## config.mk

```make
export PLATFORM = sky130hd
export DESIGN_NAME = ieu_alu_pipe_flat
export DESIGN_NICKNAME = d
export VERILOG_FILES = /design/src/rtl/ieu_alu_pipe_if.sv /design/src/rtl/ieu_alu_pipe.sv /design/src/flat_wrapper.sv
export SDC_FILE = /design/constraint.sdc
export NUM_CORES = 1
export LEC_CHECK = 0
export CAP_MARGIN = 25
export CORE_AREA = 2 2 219 221
export DETAILED_ROUTE_END_ITERATION = 8
export DIE_AREA = 0 0 221 223
export PLACE_DENSITY = 0.6
export SETUP_SLACK_MARGIN = 0.15
export SYNTH_ARGS = -nofsm -noshare
export SYNTH_HDL_FRONTEND = slang
export SYNTH_SLANG_ARGS = --single-unit
export TNS_END_PERCENT = 100
```

## constraint.sdc

```tcl
create_clock -name clk -period 4.55 [get_ports clk]
set_clock_uncertainty 0.05 [all_clocks]
set_input_delay 0.91 -clock clk [delete_from_list [all_inputs] [get_ports clk]]
set_output_delay 0.91 -clock clk [all_outputs]
set_load 0.01 [all_outputs]
```

## src/rtl/ieu_alu_pipe_if.sv

```systemverilog
// Issue / CDB bundle between the integer reservation station, the integer
// execution unit and the common data bus arbiter.
//   slave  : execution unit side (consumes issue, produces CDB request)
//   master : reservation station / arbiter side
interface ieu_alu_pipe_if #(
  parameter int unsigned DATA_WIDTH = 32,
  parameter int unsigned ADDR_WIDTH = 32,
  parameter int unsigned TAG_WIDTH  = 6
);
  logic                  i_flush;
  logic                  i_valid;
  logic [6:0]            i_opcode;
  logic [ADDR_WIDTH-1:0] i_iaddr;
  logic [DATA_WIDTH-1:0] i_insn;
  logic [DATA_WIDTH-1:0] i_src_a;
  logic [DATA_WIDTH-1:0] i_src_b;
  logic [TAG_WIDTH-1:0]  i_tag;
  logic                  o_stall;
  logic                  o_cdb_req;
  logic [DATA_WIDTH-1:0] o_cdb_data;
  logic [TAG_WIDTH-1:0]  o_cdb_tag;
  logic                  i_cdb_gnt;

  modport slave (
    input  i_flush, i_valid, i_opcode, i_iaddr, i_insn, i_src_a, i_src_b, i_tag,
    input  i_cdb_gnt,
    output o_stall, o_cdb_req, o_cdb_data, o_cdb_tag
  );

  modport master (
    output i_flush, i_valid, i_opcode, i_iaddr, i_insn, i_src_a, i_src_b, i_tag,
    output i_cdb_gnt,
    input  o_stall, o_cdb_req, o_cdb_data, o_cdb_tag
  );
endinterface

```

## src/rtl/ieu_alu_pipe.sv

```systemverilog
// Integer execution unit: RV32I ALU stage (R1) feeding a result queue that
// arbitrates for the CDB, with credit-based stall back to the reservation
// station. Optional feature macro: IEU_CDB_BYPASS_EN (R1 drives the CDB
// directly while the queue is empty).
module ieu_alu_pipe #(
  parameter int unsigned DATA_WIDTH  = 32,
  parameter int unsigned ADDR_WIDTH  = 32,
  parameter int unsigned TAG_WIDTH   = 6,
  parameter int unsigned QUEUE_DEPTH = 4
) (
  input logic           clk,
  input logic           rst,
  ieu_alu_pipe_if.slave bus
);
  localparam int unsigned SHW = $clog2(DATA_WIDTH);
  localparam int unsigned PW  = $clog2(QUEUE_DEPTH);
  localparam int unsigned CW  = PW + 1;

  typedef enum logic [6:0] {
    OPC_OP    = 7'b0110011,
    OPC_OPIMM = 7'b0010011,
    OPC_LUI   = 7'b0110111,
    OPC_AUIPC = 7'b0010111
  } opcode_e;

  // ALU signals
  logic [ADDR_WIDTH-1:0] iaddr;
  logic [DATA_WIDTH-1:0] imm_i, upper, op_a, op_b, alu_res, sra_res, res;
  logic [SHW-1:0]        shamt;
  logic                  is_op, slt, sltu;
  logic                  unused_insn;

  // Pipeline / queue state
  logic                  r1_valid_q, r1_valid_d;
  logic [DATA_WIDTH-1:0] r1_data_q, r1_data_d;
  logic [TAG_WIDTH-1:0]  r1_tag_q, r1_tag_d;
  logic [DATA_WIDTH-1:0] q_data_q [QUEUE_DEPTH];
  logic [TAG_WIDTH-1:0]  q_tag_q  [QUEUE_DEPTH];
  logic [PW-1:0]         head_q, head_d, tail_q, tail_d;
  logic [CW-1:0]         count_q, count_d, occupancy;
  logic                  q_empty, stall, accept, bypass, pop, bypass_take, enq;

  assign iaddr       = bus.i_iaddr;
  assign unused_insn = ^bus.i_insn[11:0];

  // RV32I result for the op currently presented on the issue port
  always_comb begin
    is_op   = (bus.i_opcode == OPC_OP);
    imm_i   = {{(DATA_WIDTH-12){bus.i_insn[31]}}, bus.i_insn[31:20]};
    upper   = {bus.i_insn[DATA_WIDTH-1:12], 12'b0};
    op_a    = bus.i_src_a;
    op_b    = is_op ? bus.i_src_b : imm_i;
    shamt   = op_b[SHW-1:0];
    slt     = $signed(op_a) < $signed(op_b);
    sltu    = op_a < op_b;
    sra_res = $signed(op_a) >>> shamt;
    alu_res = '0;
    case (bus.i_insn[14:12])
      3'b000:  alu_res = (is_op && bus.i_insn[30]) ? op_a - op_b : op_a + op_b;
      3'b001:  alu_res = op_a << shamt;
      3'b010:  alu_res = {{(DATA_WIDTH-1){1'b0}}, slt};
      3'b011:  alu_res = {{(DATA_WIDTH-1){1'b0}}, sltu};
      3'b100:  alu_res = op_a ^ op_b;
      3'b101:  alu_res = bus.i_insn[30] ? sra_res : op_a >> shamt;
      3'b110:  alu_res = op_a | op_b;
      default: alu_res = op_a & op_b;
    endcase
    res = '0;
    case (bus.i_opcode)
      OPC_OP, OPC_OPIMM: res = alu_res;
      OPC_LUI:           res = upper;
      OPC_AUIPC:         res = DATA_WIDTH'(iaddr) + upper;
      default:           res = '0;
    endcase
  end

`ifdef IEU_CDB_BYPASS_EN
  assign bypass = q_empty && r1_valid_q;
`else
  assign bypass = 1'b0;
`endif

  // Credit, handshake and queue bookkeeping
  always_comb begin
    q_empty     = (count_q == '0);
    occupancy   = count_q + CW'(r1_valid_q);
    stall       = (occupancy == CW'(QUEUE_DEPTH));
    accept      = bus.i_valid && !stall && !bus.i_flush;
    pop         = !q_empty && bus.i_cdb_gnt;
    // A bypassed R1 result that wins the grant never enters the queue
    bypass_take = bypass && bus.i_cdb_gnt;
    enq         = r1_valid_q && !bypass_take;
    r1_valid_d  = accept;
    r1_data_d   = res;
    r1_tag_d    = bus.i_tag;
    head_d      = pop ? head_q + PW'(1) : head_q;
    tail_d      = enq ? tail_q + PW'(1) : tail_q;
    count_d     = count_q + CW'(enq) - CW'(pop);
  end

  // R1 stage and queue pointers; flush and reset both empty the unit
  always_ff @(posedge clk) begin
    if (rst || bus.i_flush) begin
      r1_valid_q <= 1'b0;
      r1_data_q  <= '0;
      r1_tag_q   <= '0;
      head_q     <= '0;
      tail_q     <= '0;
      count_q    <= '0;
    end else begin
      r1_valid_q <= r1_valid_d;
      r1_data_q  <= r1_data_d;
      r1_tag_q   <= r1_tag_d;
      head_q     <= head_d;
      tail_q     <= tail_d;
      count_q    <= count_d;
    end
  end

  // Queue storage; validity is tracked by the pointers alone
  always_ff @(posedge clk) begin
    if (enq) begin
      q_data_q[tail_q] <= r1_data_q;
      q_tag_q[tail_q]  <= r1_tag_q;
    end
  end

  assign bus.o_stall    = stall;
  assign bus.o_cdb_req  = !q_empty || bypass;
  assign bus.o_cdb_data = bypass ? r1_data_q : (q_empty ? '0 : q_data_q[head_q]);
  assign bus.o_cdb_tag  = bypass ? r1_tag_q  : (q_empty ? '0 : q_tag_q[head_q]);
endmodule
```

## src/flat_wrapper.sv

```systemverilog
// flat-port wrapper written by rule: the top's interface ports become plain ports
module ieu_alu_pipe_flat 
#(
  parameter int unsigned DATA_WIDTH  = 32,
  parameter int unsigned ADDR_WIDTH  = 32,
  parameter int unsigned TAG_WIDTH   = 6,
  parameter int unsigned QUEUE_DEPTH = 4
)
  (clk, rst, bus_i_flush, bus_i_valid, bus_i_opcode, bus_i_iaddr, bus_i_insn, bus_i_src_a, bus_i_src_b, bus_i_tag, bus_i_cdb_gnt, bus_o_stall, bus_o_cdb_req, bus_o_cdb_data, bus_o_cdb_tag);
  ieu_alu_pipe_if #(.DATA_WIDTH(DATA_WIDTH), .ADDR_WIDTH(ADDR_WIDTH), .TAG_WIDTH(TAG_WIDTH)) bus_i ();
  input logic clk;
  input logic rst;
  input wire logic [$bits(bus_i.i_flush)-1:0] bus_i_flush;
  input wire logic [$bits(bus_i.i_valid)-1:0] bus_i_valid;
  input wire logic [$bits(bus_i.i_opcode)-1:0] bus_i_opcode;
  input wire logic [$bits(bus_i.i_iaddr)-1:0] bus_i_iaddr;
  input wire logic [$bits(bus_i.i_insn)-1:0] bus_i_insn;
  input wire logic [$bits(bus_i.i_src_a)-1:0] bus_i_src_a;
  input wire logic [$bits(bus_i.i_src_b)-1:0] bus_i_src_b;
  input wire logic [$bits(bus_i.i_tag)-1:0] bus_i_tag;
  input wire logic [$bits(bus_i.i_cdb_gnt)-1:0] bus_i_cdb_gnt;
  output wire logic [$bits(bus_i.o_stall)-1:0] bus_o_stall;
  output wire logic [$bits(bus_i.o_cdb_req)-1:0] bus_o_cdb_req;
  output wire logic [$bits(bus_i.o_cdb_data)-1:0] bus_o_cdb_data;
  output wire logic [$bits(bus_i.o_cdb_tag)-1:0] bus_o_cdb_tag;
  assign bus_i.i_flush = bus_i_flush;
  assign bus_i.i_valid = bus_i_valid;
  assign bus_i.i_opcode = bus_i_opcode;
  assign bus_i.i_iaddr = bus_i_iaddr;
  assign bus_i.i_insn = bus_i_insn;
  assign bus_i.i_src_a = bus_i_src_a;
  assign bus_i.i_src_b = bus_i_src_b;
  assign bus_i.i_tag = bus_i_tag;
  assign bus_i.i_cdb_gnt = bus_i_cdb_gnt;
  assign bus_o_stall = bus_i.o_stall;
  assign bus_o_cdb_req = bus_i.o_cdb_req;
  assign bus_o_cdb_data = bus_i.o_cdb_data;
  assign bus_o_cdb_tag = bus_i.o_cdb_tag;
  ieu_alu_pipe #(.DATA_WIDTH(DATA_WIDTH), .ADDR_WIDTH(ADDR_WIDTH), .TAG_WIDTH(TAG_WIDTH), .QUEUE_DEPTH(QUEUE_DEPTH)) u_core (.clk(clk), .rst(rst), .bus(bus_i));
endmodule
```

Word-level counts from Yosys, hierarchy flattened
Memory sizes are Yosys's and may differ from the RTL's. A register that Yosys moved wholly into a read port is not among the register bits.
Index checks and enable logic that the tools add are counted.

cells by class
  equal/unequal tests = 11
  multiplexer cells = 13
  bitwise logic cells = 3
  reductions and logical operators = 11
  shift-type cells = 3
  magnitude comparators = 2
  add/sub/neg operators = 7

operators with widths
  cell                                                                    number
  32-bit one-hot mux with 7 select lines                                  1
  32-bit 2-to-1 mux                                                       4
  32-bit one-hot mux with 3 select lines                                  1
  32-bit adder                                                            2
  32-bit < comparator                                                     2
  32-bit bitwise AND                                                      1
  32-bit bitwise OR                                                       1
  32-bit by 5-bit left shift with 32-bit output                           1
  32-bit by 5-bit >> shifter with 32-bit output                           1
  32-bit by 5-bit >>> shifter with 32-bit output                          1
  32-bit subtractor                                                       1
  32-bit bitwise XOR                                                      1
  7-bit by 5-bit equality test with 1-bit output (second input constant)  2
  7-bit by 6-bit equality test with 1-bit output (second input constant)  2
  3-bit equality test (second input constant)                             4
  2-bit 2-to-1 mux                                                        4
  3-bit by 2-bit equality test with 1-bit output (second input constant)  2
  3-bit logical NOT                                                       2
  6-bit 2-to-1 mux                                                        1
  2-bit by 1-bit adder with 2-bit output (second input constant)          2
  1-bit logical AND                                                       4
  3-bit by 1-bit adder with 3-bit output                                  1
  3-bit by 1-bit equality test with 1-bit output (second input constant)  1
  1-bit logical NOT                                                       3
  4 further kinds                                                         5

word-level totals
  flip-flop bits (word level) = 46
  input bits = 146
  memory bits (writable) = 152
  memories kept = 2
  logic and storage cells = 58
  output and inout port bits = 40

memory list
  name             words  width  rd ports  clocked after Yosys merged registers in  write ports  RTL line            RTL
  u_core.q_data_q  4      32     1         1                                        1            ieu_alu_pipe.sv:37  logic [DATA_WIDTH-1:0] q_data_q [QUEUE_DEPTH];
  u_core.q_tag_q   4      6      1         1                                        1            ieu_alu_pipe.sv:38  logic [TAG_WIDTH-1:0] q_tag_q [QUEUE_DEPTH];

Longest topological paths before layout
  depth after elaboration = 6
  mapped depth = 21
  gate-level depth less buffers = 16

Worst setup path after synthesis
No wires, ideal clock.

  path kind = input to register
  from = input port bus_i_opcode[4]
  to = register u_core.r1_data_q[26]
  arrival time = 4.735 ns
  buffers on the path = 4
  stages = 20
  setup slack = -0.330 ns
  setup time = 0.095 ns
  required time = 4.405 ns
  cells stage by stage = and3b_1 -> buf_4 -> nand2_1 -> clkbuf_1 -> and2_1 -> clkbuf_1 -> a21o_1 -> inv_1 -> ha_1 -> clkbuf_1 -> o21a_1 -> o21ai_0 -> or4_1 -> a21oi_1 -> o21ai_0 -> a21oi_1 -> a31oi_1 -> o21bai_1 -> xnor2_1 -> o311ai_1

on the way
  word-level cells in the longest chain between the ends = 6
  elaborated cells on any way between the ends = 19
  those cells by class = add/sub: 2; eq/ne: 4; shift: 3; mux: 5; bitwise: 3; reduce/logical: 2

ends and longest elaborated chain
  what                                            RTL line                                RTL
  start: declaration                              flat_wrapper.sv:15                      input wire logic [$bits(bus_i.i_opcode)-1:0] bus_i_opcode;
  7-bit by 6-bit equality test with 1-bit output  ieu_alu_pipe.sv:48, ieu_alu_pipe.sv:69
  32-bit 2-to-1 mux                               ieu_alu_pipe.sv:52                      op_b = is_op ? bus.i_src_b : imm_i;
  32-bit adder (tied with other cells)            ieu_alu_pipe.sv:59                      3'b000: alu_res = (is_op && bus.i_insn[30]) ? op_a - op_b : op_a + op_b;
  32-bit 2-to-1 mux (on tied branches)            ieu_alu_pipe.sv:59, ieu_alu_pipe.sv:64
  32-bit one-hot mux with 7 select lines          ieu_alu_pipe.sv:58                      case (bus.i_insn[14:12])
  32-bit one-hot mux with 3 select lines (*)      ieu_alu_pipe.sv:69                      case (bus.i_opcode)
  end signal: assignment                          ieu_alu_pipe.sv:112                     r1_data_q <= r1_data_d;
  end: declaration                                ieu_alu_pipe.sv:35                      logic [DATA_WIDTH-1:0] r1_data_q, r1_data_d;

Mark *: on every way between the ends. The rest lies on a longest branch, timed or not.
A chain may end at the register's enable or synchronous reset.

Final worst setup path
  from = input port bus_i_opcode[5]
  to = register u_core.r1_data_q[19]

The elaborated chain is that of the path after synthesis.

==> metrics.yaml <==
run_status:
  status: "finished, final reports clean"
flow_run:
  maxCapViolations: 0
logic_synthesis:
  yosysTopAreaCellShare: 0.245
  synth_compound_area_frac: 0.255
  syn-cell-area_um2: 18600
  synth_xor_area_frac: 0.0249
  ys_async_sr_fraction: 0
  ys_seq_area_frac: 0.296
  yosys-top-cells-area: "edfxtp_1 24%, ha_1 8.5%, mux4_2 5.7%"
  syn_inst: 2142
  synthSimpleGateAreaFrac: 0.171
  synth_nets: 2416
  synth-edff-count: 152
  syn_avg_cell_area_um2: 8.70
  synth_ff_type: "edfxtp_1"
  ys_top_cells_by_count: "191 x nand2_1, 160 x nor2_1, 152 x edfxtp_1, 152 x o21ai_0, 151 x a21oi_1"
  yosysWarnings: 0
  synth_area_leader_cell: "edfxtp_1"
  synth_seq_cells: 200
  synthMuxAreaShare: 0.111
  synth_top_family_by_area: "compound AO/OA/AOI/OAI gates"
  synth_fa_ha_area_frac: 0.0867
  synth.distinct_cells: 92
  yosysMostFrequentCell: "nand2_1"
global_routing:
  grt_pass1_vias: 20131
  grt_pass1_wl_mm: 139
  antenna_found_initial: 2
  overflow: 0
  grt_max_degree: 53
  grt_use_total: 0.385
power:
  power_leakage_uw: 0.0113
  p_total_uw: 6070
  p_per_area_nw_per_um2: 226
  peakVddDrop_uv: 424
timing:
  finalSetupViolCount: 0
  worst-slew-pin-transition_ps: 843
  rsz0062_at_grt: "no"
  relSlewSlack: 0.433
  hold_viol: 0
  period_needed_ps: 4310
  fin_setup_tns_ps: 0
  fmax_ghz: 0.232
  post-route-period-util: 0.946
  slew_violations: 0
floorplanning:
  core-area_um2: 47100
  start_util: 0.395
  io_pins: 186
  dieArea_um2: 49300
  die_w_um: 221
  dieHeight_um: 223
  rows: 80
routing:
  vias: 21114
  drc: 0
  ant_nets: 0
  wirelength_mm: 97.6
  via_per_inst: 6.12
  wire_per_inst_um: 28.3
  drt_pass1_iterations: 8
  drt_iter0_markers: 2624
placed_design:
  port_buffers: 173
  post-dp-hpwl_mm: 79.3
  gp_congestion: 1.10
worst_setup_path:
  critPathArrivalTime_ps: 4600
  critPathKind: "in -> reg"
  path_max_fanout: 7
  worstPathRequired_ps: 4840
  crit_path_start_kind: "input port"
  r2r_slack_ps: 2310
  critPathCaptureType: "flop"
cells_and_area:
  diodes: 0
  fillers: 4349
  areaGrowthSynthToFinish_pct: 43.9
  drive_gt1_frac: 0.307
  fin_util: 0.569
  nets: 3096
hold_path:
  hold_path.class: "reg -> reg"
clock_network:
  clk_pin_slew_ps: 80
  cts_buffers: 17
  cts.sinks: 200
  cts_tree: "done"
  clock_path_buffers: 2
  root_buffer: "clkbuf_16"
  clk_latency_ps: 460
  htree_levels: 4
==> metrics by stage <==
| step | setup slack (ps) | instance area [µm²] | hold slack [ps] | cells |
|---|---|---|---|---|
| after detailed placement | -830 | 25400 | 408 | 3402 |
| after floorplan | 140 | 18800 | 388 | 2142 |
| after CTS | 168 | 26500 | 426 | 3440 |
| after global placement | -792 | 25300 | 397 | 3398 |
| after global routing | 88.6 | 26800 | 443 | 3450 |
| final | 245 | 26800 | 426 | 3450 |
==> report_power, final <==
part,internal [µW],switching [µW],total [µW],leakage (µW)
Clock,787,846,1630,0.000317
Sequential,1950,6.70,1960,0.00192
Combinational,1100,1380,2480,0.00904
Total,3840,2230,6070,0.0113
==> registers in the layout, summed over array words and instances, names as in the netlist, named ones only <==
register          cells
u_core.q_data_q     128
u_core.r1_data_q     32
u_core.q_tag_q       24
u_core.r1_tag_q       6
u_core.count_q        3
u_core.head_q         2
u_core.tail_q         2
u_core.enq            1
==> critical path: stages <==
cell             delay (ps)
clkdlybuf4s15_1         200
buf_4                   120
nand4bb_1               130
buf_6                   170
nor2_4                  160
buf_12                  150
nand2_1                  50
nand2_1                  70
inv_1                    60
ha_1                    340
a21oi_1                 200
nand3_1                  90
and3b_2                 340
buf_4                   160
nor3_2                   40
a211o_1                 360
a31oi_2                 240
o22ai_1                 120
xnor2_1                 220
buf_4                   180
o211ai_1                 80
and3_1                  210
==> path summary, 6_finish.rpt <==
kind | from | to | cells after the start
max | bus_i_opcode[5] | u_core.r1_data_q[19]$_SDFF_PP0_ | 22
min reg2reg | u_core.r1_data_q[21]$_SDFF_PP0_ | u_core.q_data_q[0][21]$_DFFE_PP_ | 0
max reg2reg | u_core.count_q[0]$_SDFF_PP0_ | u_core.count_q[2]$_SDFF_PP0_ | 7
min | u_core.r1_data_q[21]$_SDFF_PP0_ | u_core.q_data_q[0][21]$_DFFE_PP_ | 0
==> what timing repair did <==
| action | CTS | global route |
|---|---|---|
| cloned | 1 | 0 |
| pin swaps | 38 | 35 |
| resized for setup | 89 | 63 |
| endpoints found under the setup margin | 30 | 28 |
| hold buffers | 0 | 0 |
| buffers inserted | 5 | 10 |
==> area by class of cell <==
class | count | area [µm²] | area share
Timing Repair Buffer | 796 | 6660 | 0.248
Clock inverter | 15 | 230 | 0.00858
Multi-Input combinational cell | 1694 | 12800 | 0.477
Sequential cell | 200 | 5530 | 0.206
Clock buffer | 17 | 425 | 0.0159
Tap cell | 615 | 769 | 0.0287
Inverter | 113 | 424 | 0.0158
==> logic make-up after synthesis <==
family / Yosys count
adders and majority gates: 128
muxes: 147
and+or+nand+nor: 656
DFF: 200
buffers and inverters: 248
xor gates and xnor gates: 53
AOI/OAI and AO/OA: 710
==> cells in the final DEF (no fill, tap or decap), types with 46 or more instances in the layout <==
cell type,n
clkdlybuf4s50_1,165
nor2_1,156
a21oi_1,140
o21ai_0,139
nand2_1,189
dfxtp_1,46
and2_1,55
mux4_2,47
mux2i_1,83
buf_4,594
a21o_1,46
inv_1,98
edfxtp_1,152
ha_1,107
nand3_1,52
==> layer usage <==
layer / track usage / share of wire / up-vias / routed length [µm]
li1: - / - / 9416 / -
met4: 0.194 / 0.061 / 2 / 5950
met1: 0.502 / 0.41 / 10256 / 39800
met3: 0.0844 / 0.093 / 239 / 9030
met2: 0.604 / 0.44 / 1201 / 42800
met5: 0 / 0.00017 / - / 17
Power figures use the tool's default switching activity.
==> patch 1 (config.mk and constraints unchanged) <==
`TAG_WIDTH` is set to 6 in 3 places; all go to 3.
--- a/src/rtl/ieu_alu_pipe_if.sv
+++ b/src/rtl/ieu_alu_pipe_if.sv
@@ -5,7 +5,7 @@
 interface ieu_alu_pipe_if #(
   parameter int unsigned DATA_WIDTH = 32,
   parameter int unsigned ADDR_WIDTH = 32,
-  parameter int unsigned TAG_WIDTH  = 6
+  parameter int unsigned TAG_WIDTH  = 3
 );
   logic                  i_flush;
   logic                  i_valid;
--- a/src/rtl/ieu_alu_pipe.sv
+++ b/src/rtl/ieu_alu_pipe.sv
@@ -5,7 +5,7 @@
 module ieu_alu_pipe #(
   parameter int unsigned DATA_WIDTH  = 32,
   parameter int unsigned ADDR_WIDTH  = 32,
-  parameter int unsigned TAG_WIDTH   = 6,
+  parameter int unsigned TAG_WIDTH   = 3,
   parameter int unsigned QUEUE_DEPTH = 4
 ) (
   input logic           clk,
--- a/src/flat_wrapper.sv
+++ b/src/flat_wrapper.sv
@@ -3,7 +3,7 @@
 #(
   parameter int unsigned DATA_WIDTH  = 32,
   parameter int unsigned ADDR_WIDTH  = 32,
-  parameter int unsigned TAG_WIDTH   = 6,
+  parameter int unsigned TAG_WIDTH   = 3,
   parameter int unsigned QUEUE_DEPTH = 4
 )
   (clk, rst, bus_i_flush, bus_i_valid, bus_i_opcode, bus_i_iaddr, bus_i_insn, bus_i_src_a, bus_i_src_b, bus_i_tag, bus_i_cdb_gnt, bus_o_stall, bus_o_cdb_req, bus_o_cdb_data, bus_o_cdb_tag);
Interface: changed (resized bus_i_tag and bus_o_cdb_tag); port bits go from 186 to 180. The function was not compared with the original's and may differ.
==> patch 1 against the original RTL <==
- total power shrank 5.2%
- maximum frequency shrank 1.2%
- sequential cell count shrank 15
- wire length shrank 2.2%
- global-route usage shrank 0.78 points
- final area shrank 3.9%
- worst setup slack lost 0.054 ns
- die area is the same
- area after synthesis shrank 4.5%
- sequential power shrank 8%
- largest cell class unchanged
==> patch 1: results <==
[pwr]
ir_drop_v = 0.0003194
p_clk_mw = 1.54
powerComb_mw = 2.41
p_int_mw = 3.643
p_leak_nw = 10.80

[synthesis]
synth_fp_nets = 2349
synth.distinct_cells = 96
synth_area_leaders = edfxtp_1 24%, ha_1 8.9%, mux4_2 6.2%
synth_edf_count = 140
yosys-top-cells-count = 193 x nand2_1, 163 x a21oi_1, 151 x nor2_1, 151 x o21ai_0, 140 x edfxtp_1

[grt]
use_met3_pct = 6.282
grt_max_degree = 58
antenna_found_initial = 3
grtUsageMet1_pct = 49.90
grt_pass1_wl_um = 136100

[placement]
place_hpwl_um = 78200
place_congestion = 1.038

[setup_path]
crit_path_top_delay_cell = mux2i_1
cp_slowest_stage_delay_ns = 0.31
arrival_ns = 4.68
crit_fanout = 8

[outcome]
status = complete, no violations

[drt]
dr.pass1.iters = 6
dr_wl_met2_um = 41830
routed_wl_um = 95440
viasPerCell = 6.060

[sta]
tightest_slew_ns = 0.9176

[final_layout]
reg_top3 = u_core.q_data_q: 128 flops, u_core.r1_data_q: 32 flops, u_core.q_tag_q: 12 flops
drive_gt1_share_pct = 31.36
finalNetCount = 2988
multi_input_area_share_pct = 48.42
buffers = 770
multi_input_gates = 1639
seq_cell_count = 185
fillers = 4489
clock_tree_area_fraction_pct = 2.451

[clock_tree]
cts_setup_buffers = 17
==> patch 1: through the flow <==
stage	std cells	setup slack [ns]	total power, mW	area [µm²]	utilization (%)
after floorplan	2078	0.1129	2.876	18040	-
after global placement	3292	-0.7759	4.052	24260	51.45
after detailed placement	3293	-0.8746	4.057	24290	51.51
after CTS	3342	0.1649	5.667	25460	54.01
after global routing	3345	0.05272	5.969	25780	54.68
final	3345	0.1905	5.756	25780	54.68
==> patch 1: logic make-up (layout without fill, tap and decap cells) <==
family | Yosys count | in the layout | share of synthesized area, %
xor gates and xnor gates | 51 | 51 | 2.509
adders and majority gates | 128 | 128 | 9.081
buffers and inverters | 254 | 906 | 5.848
DFF | 185 | 185 | 28.68
muxes | 128 | 128 | 10.75
AOI/OAI and AO/OA | 711 | 711 | 26.55
and+or+nand+nor | 621 | 621 | 16.58
==> patch 1: worst min path at each step <==
stage | slack (ns) | depth (start not counted) | end | start
2_1_floorplan | 0.39 | 0 | u_core.q_data_q[0][0] | u_core.r1_data_q[0]
3_5_place_dp | 0.41 | 0 | u_core.q_data_q[1][9] | u_core.r1_data_q[9]
5_1_grt | 0.44 | 0 | u_core.q_data_q[2][18] | u_core.r1_data_q[18]
3_3_place_gp | 0.40 | 0 | u_core.q_data_q[2][14] | u_core.r1_data_q[14]
6_report | 0.43 | 0 | u_core.q_tag_q[0][0] | u_core.r1_tag_q[0]
4_1_cts | 0.43 | 0 | u_core.q_tag_q[1][0] | u_core.r1_tag_q[0]
==> patch 1: worst register-to-register path, stage by stage, from the launching register on <==
cell	delay, ns
dfxtp_1	0.32
or3_1	0.64
buf_16	0.28
and2_1	0.21
ha_1	0.22
ha_1	0.21
xor2_1	0.15
nor2_1	0.05
==> patch 2 (same flow settings) <==
Without the edit above. Remove the case item `3'b101` of the case on `bus.i_insn[14:12]`.
--- a/src/rtl/ieu_alu_pipe.sv
+++ b/src/rtl/ieu_alu_pipe.sv
@@ -61,7 +61,6 @@
       3'b010:  alu_res = {{(DATA_WIDTH-1){1'b0}}, slt};
       3'b011:  alu_res = {{(DATA_WIDTH-1){1'b0}}, sltu};
       3'b100:  alu_res = op_a ^ op_b;
-      3'b101:  alu_res = bus.i_insn[30] ? sra_res : op_a >> shamt;
       3'b110:  alu_res = op_a | op_b;
       default: alu_res = op_a & op_b;
     endcase
Check against the original RTL: not equivalent (Yosys sat finds a counterexample within 4 cycles, from zero or initial values).
==> patch 2 against the original RTL <==
- worst setup slack worse by 0.049 ns
- final area is 19% lower
- sequential share of layout area increased by 5.0 points
- sequential cell count unchanged
- first-iteration DRC count decreased by 44%
- register-to-register slack gained 0.13 ns
- wire length is 39% lower
- total power down 14%
- area after synthesis is 18% lower
==> patch 2: results <==
[grt]
grt_max_degree = 42
grtUsageMet1_pct = 32.22
grtUsageMet2_pct = 39.77
antenna_found_initial = 0
track_usage_pct = 23.53
use_met3_pct = 2.555
grt_pass1_wl_um = 88930
grt_pass1_vias = 14586

[placement]
placed_cells = 2676
pre_cts_slack_ns = -1.021
place_hpwl_um = 46920
place_area_um2 = 20140
place_congestion = 0.9918
portBuffers = 173

[drt]
highest_layer = met4
viasPerCell = 5.452
num_vias = 14861
routed_wl_um = 59780
dr.pass1.iters = 6
dr_wl_met2_um = 28160
met1_length_um = 26820
wl_met3_um = 3309
antenna_left = 0
drtIter0Drc = 1458

[synthesis]
synth_area_leaders = edfxtp_1 30%, ha_1 9.6%, dfxtp_1 6.3%
synth_xor_area_share_pct = 2.868
yosys-top-cells-count = 152 x edfxtp_1, 149 x a21oi_1, 139 x nor2_1
synth.distinct_cells = 77
synth_fp_nets = 1891
ys_seq_area_share_pct = 36.18
synth_compound_area_share_pct = 20.85
synthAdderAreaFrac_pct = 9.849
postSynthCellCount = 1626
synth.area.mux_share_pct = 11.40

[pwr]
pg_seq_mw = 1.95
p_leak_nw = 8.943
power.density_nw_per_um2 = 241.7
pwr-share-clk_pct = 29.2
switching_share_pct = 31.04
ir_drop_v = 0.0002493

[final_layout]
finish.utilization_pct = 45.87
drive_gt1_share_pct = 27.71
finalNetCount = 2363
fillers = 4460
reg_top3 = u_core.q_data_q: 128 flops, u_core.r1_data_q: 32 flops, u_core.q_tag_q: 24 flops

[clock_tree]
cts_buffers = 17
cts_setup_buffers = 12
cts-resized-gates = 91
worstSkewPairLatency_ns = 0.43

[setup_path]
crit_fanout = 5
crit_start = bus_i_opcode[2]
arrival_ns = 4.60
crit_path_top_delay_cell = or3b_4
cp_slowest_stage_delay_ns = 0.42

[hold_path]
min_from = u_core.r1_data_q[5]

[outcome]
status = complete, no violations

[sta]
relSlewSlack_pct = 46.92
[patch 2: critical path, delay by kind of cell]
kind	cells	cell delay, ns
AOI/OAI and AO/OA	5	1.19
buffers and inverters	8	1.10
and+or+nand+nor	3	0.70
muxes	1	0.32
adders and majority gates	1	0.24
xor gates and xnor gates	1	0.14
[patch 2: final timing paths]
| path | end | slack [ns] | cells after the start |
|---|---|---|---|
| setup / recovery | u_core.r1_data_q[12] | 0.20 | 19 |
| hold / removal | u_core.q_data_q[2][5] | 0.43 | 0 |
| setup reg to reg | u_core.count_q[2] | 2.44 | 6 |
| hold reg to reg | u_core.q_data_q[2][5] | 0.43 | 0 |
[patch 2: area by class of cell]
cell class              instances  share of cell area, %
clock buffers                  17                  1.967
flip-flops and latches        200                  25.56
multi-input cells            1235                  45.07
clock inverters                15                 0.8389
well taps                     615                  3.558
inverters                      99                  1.730
repair buffers                545                  21.28
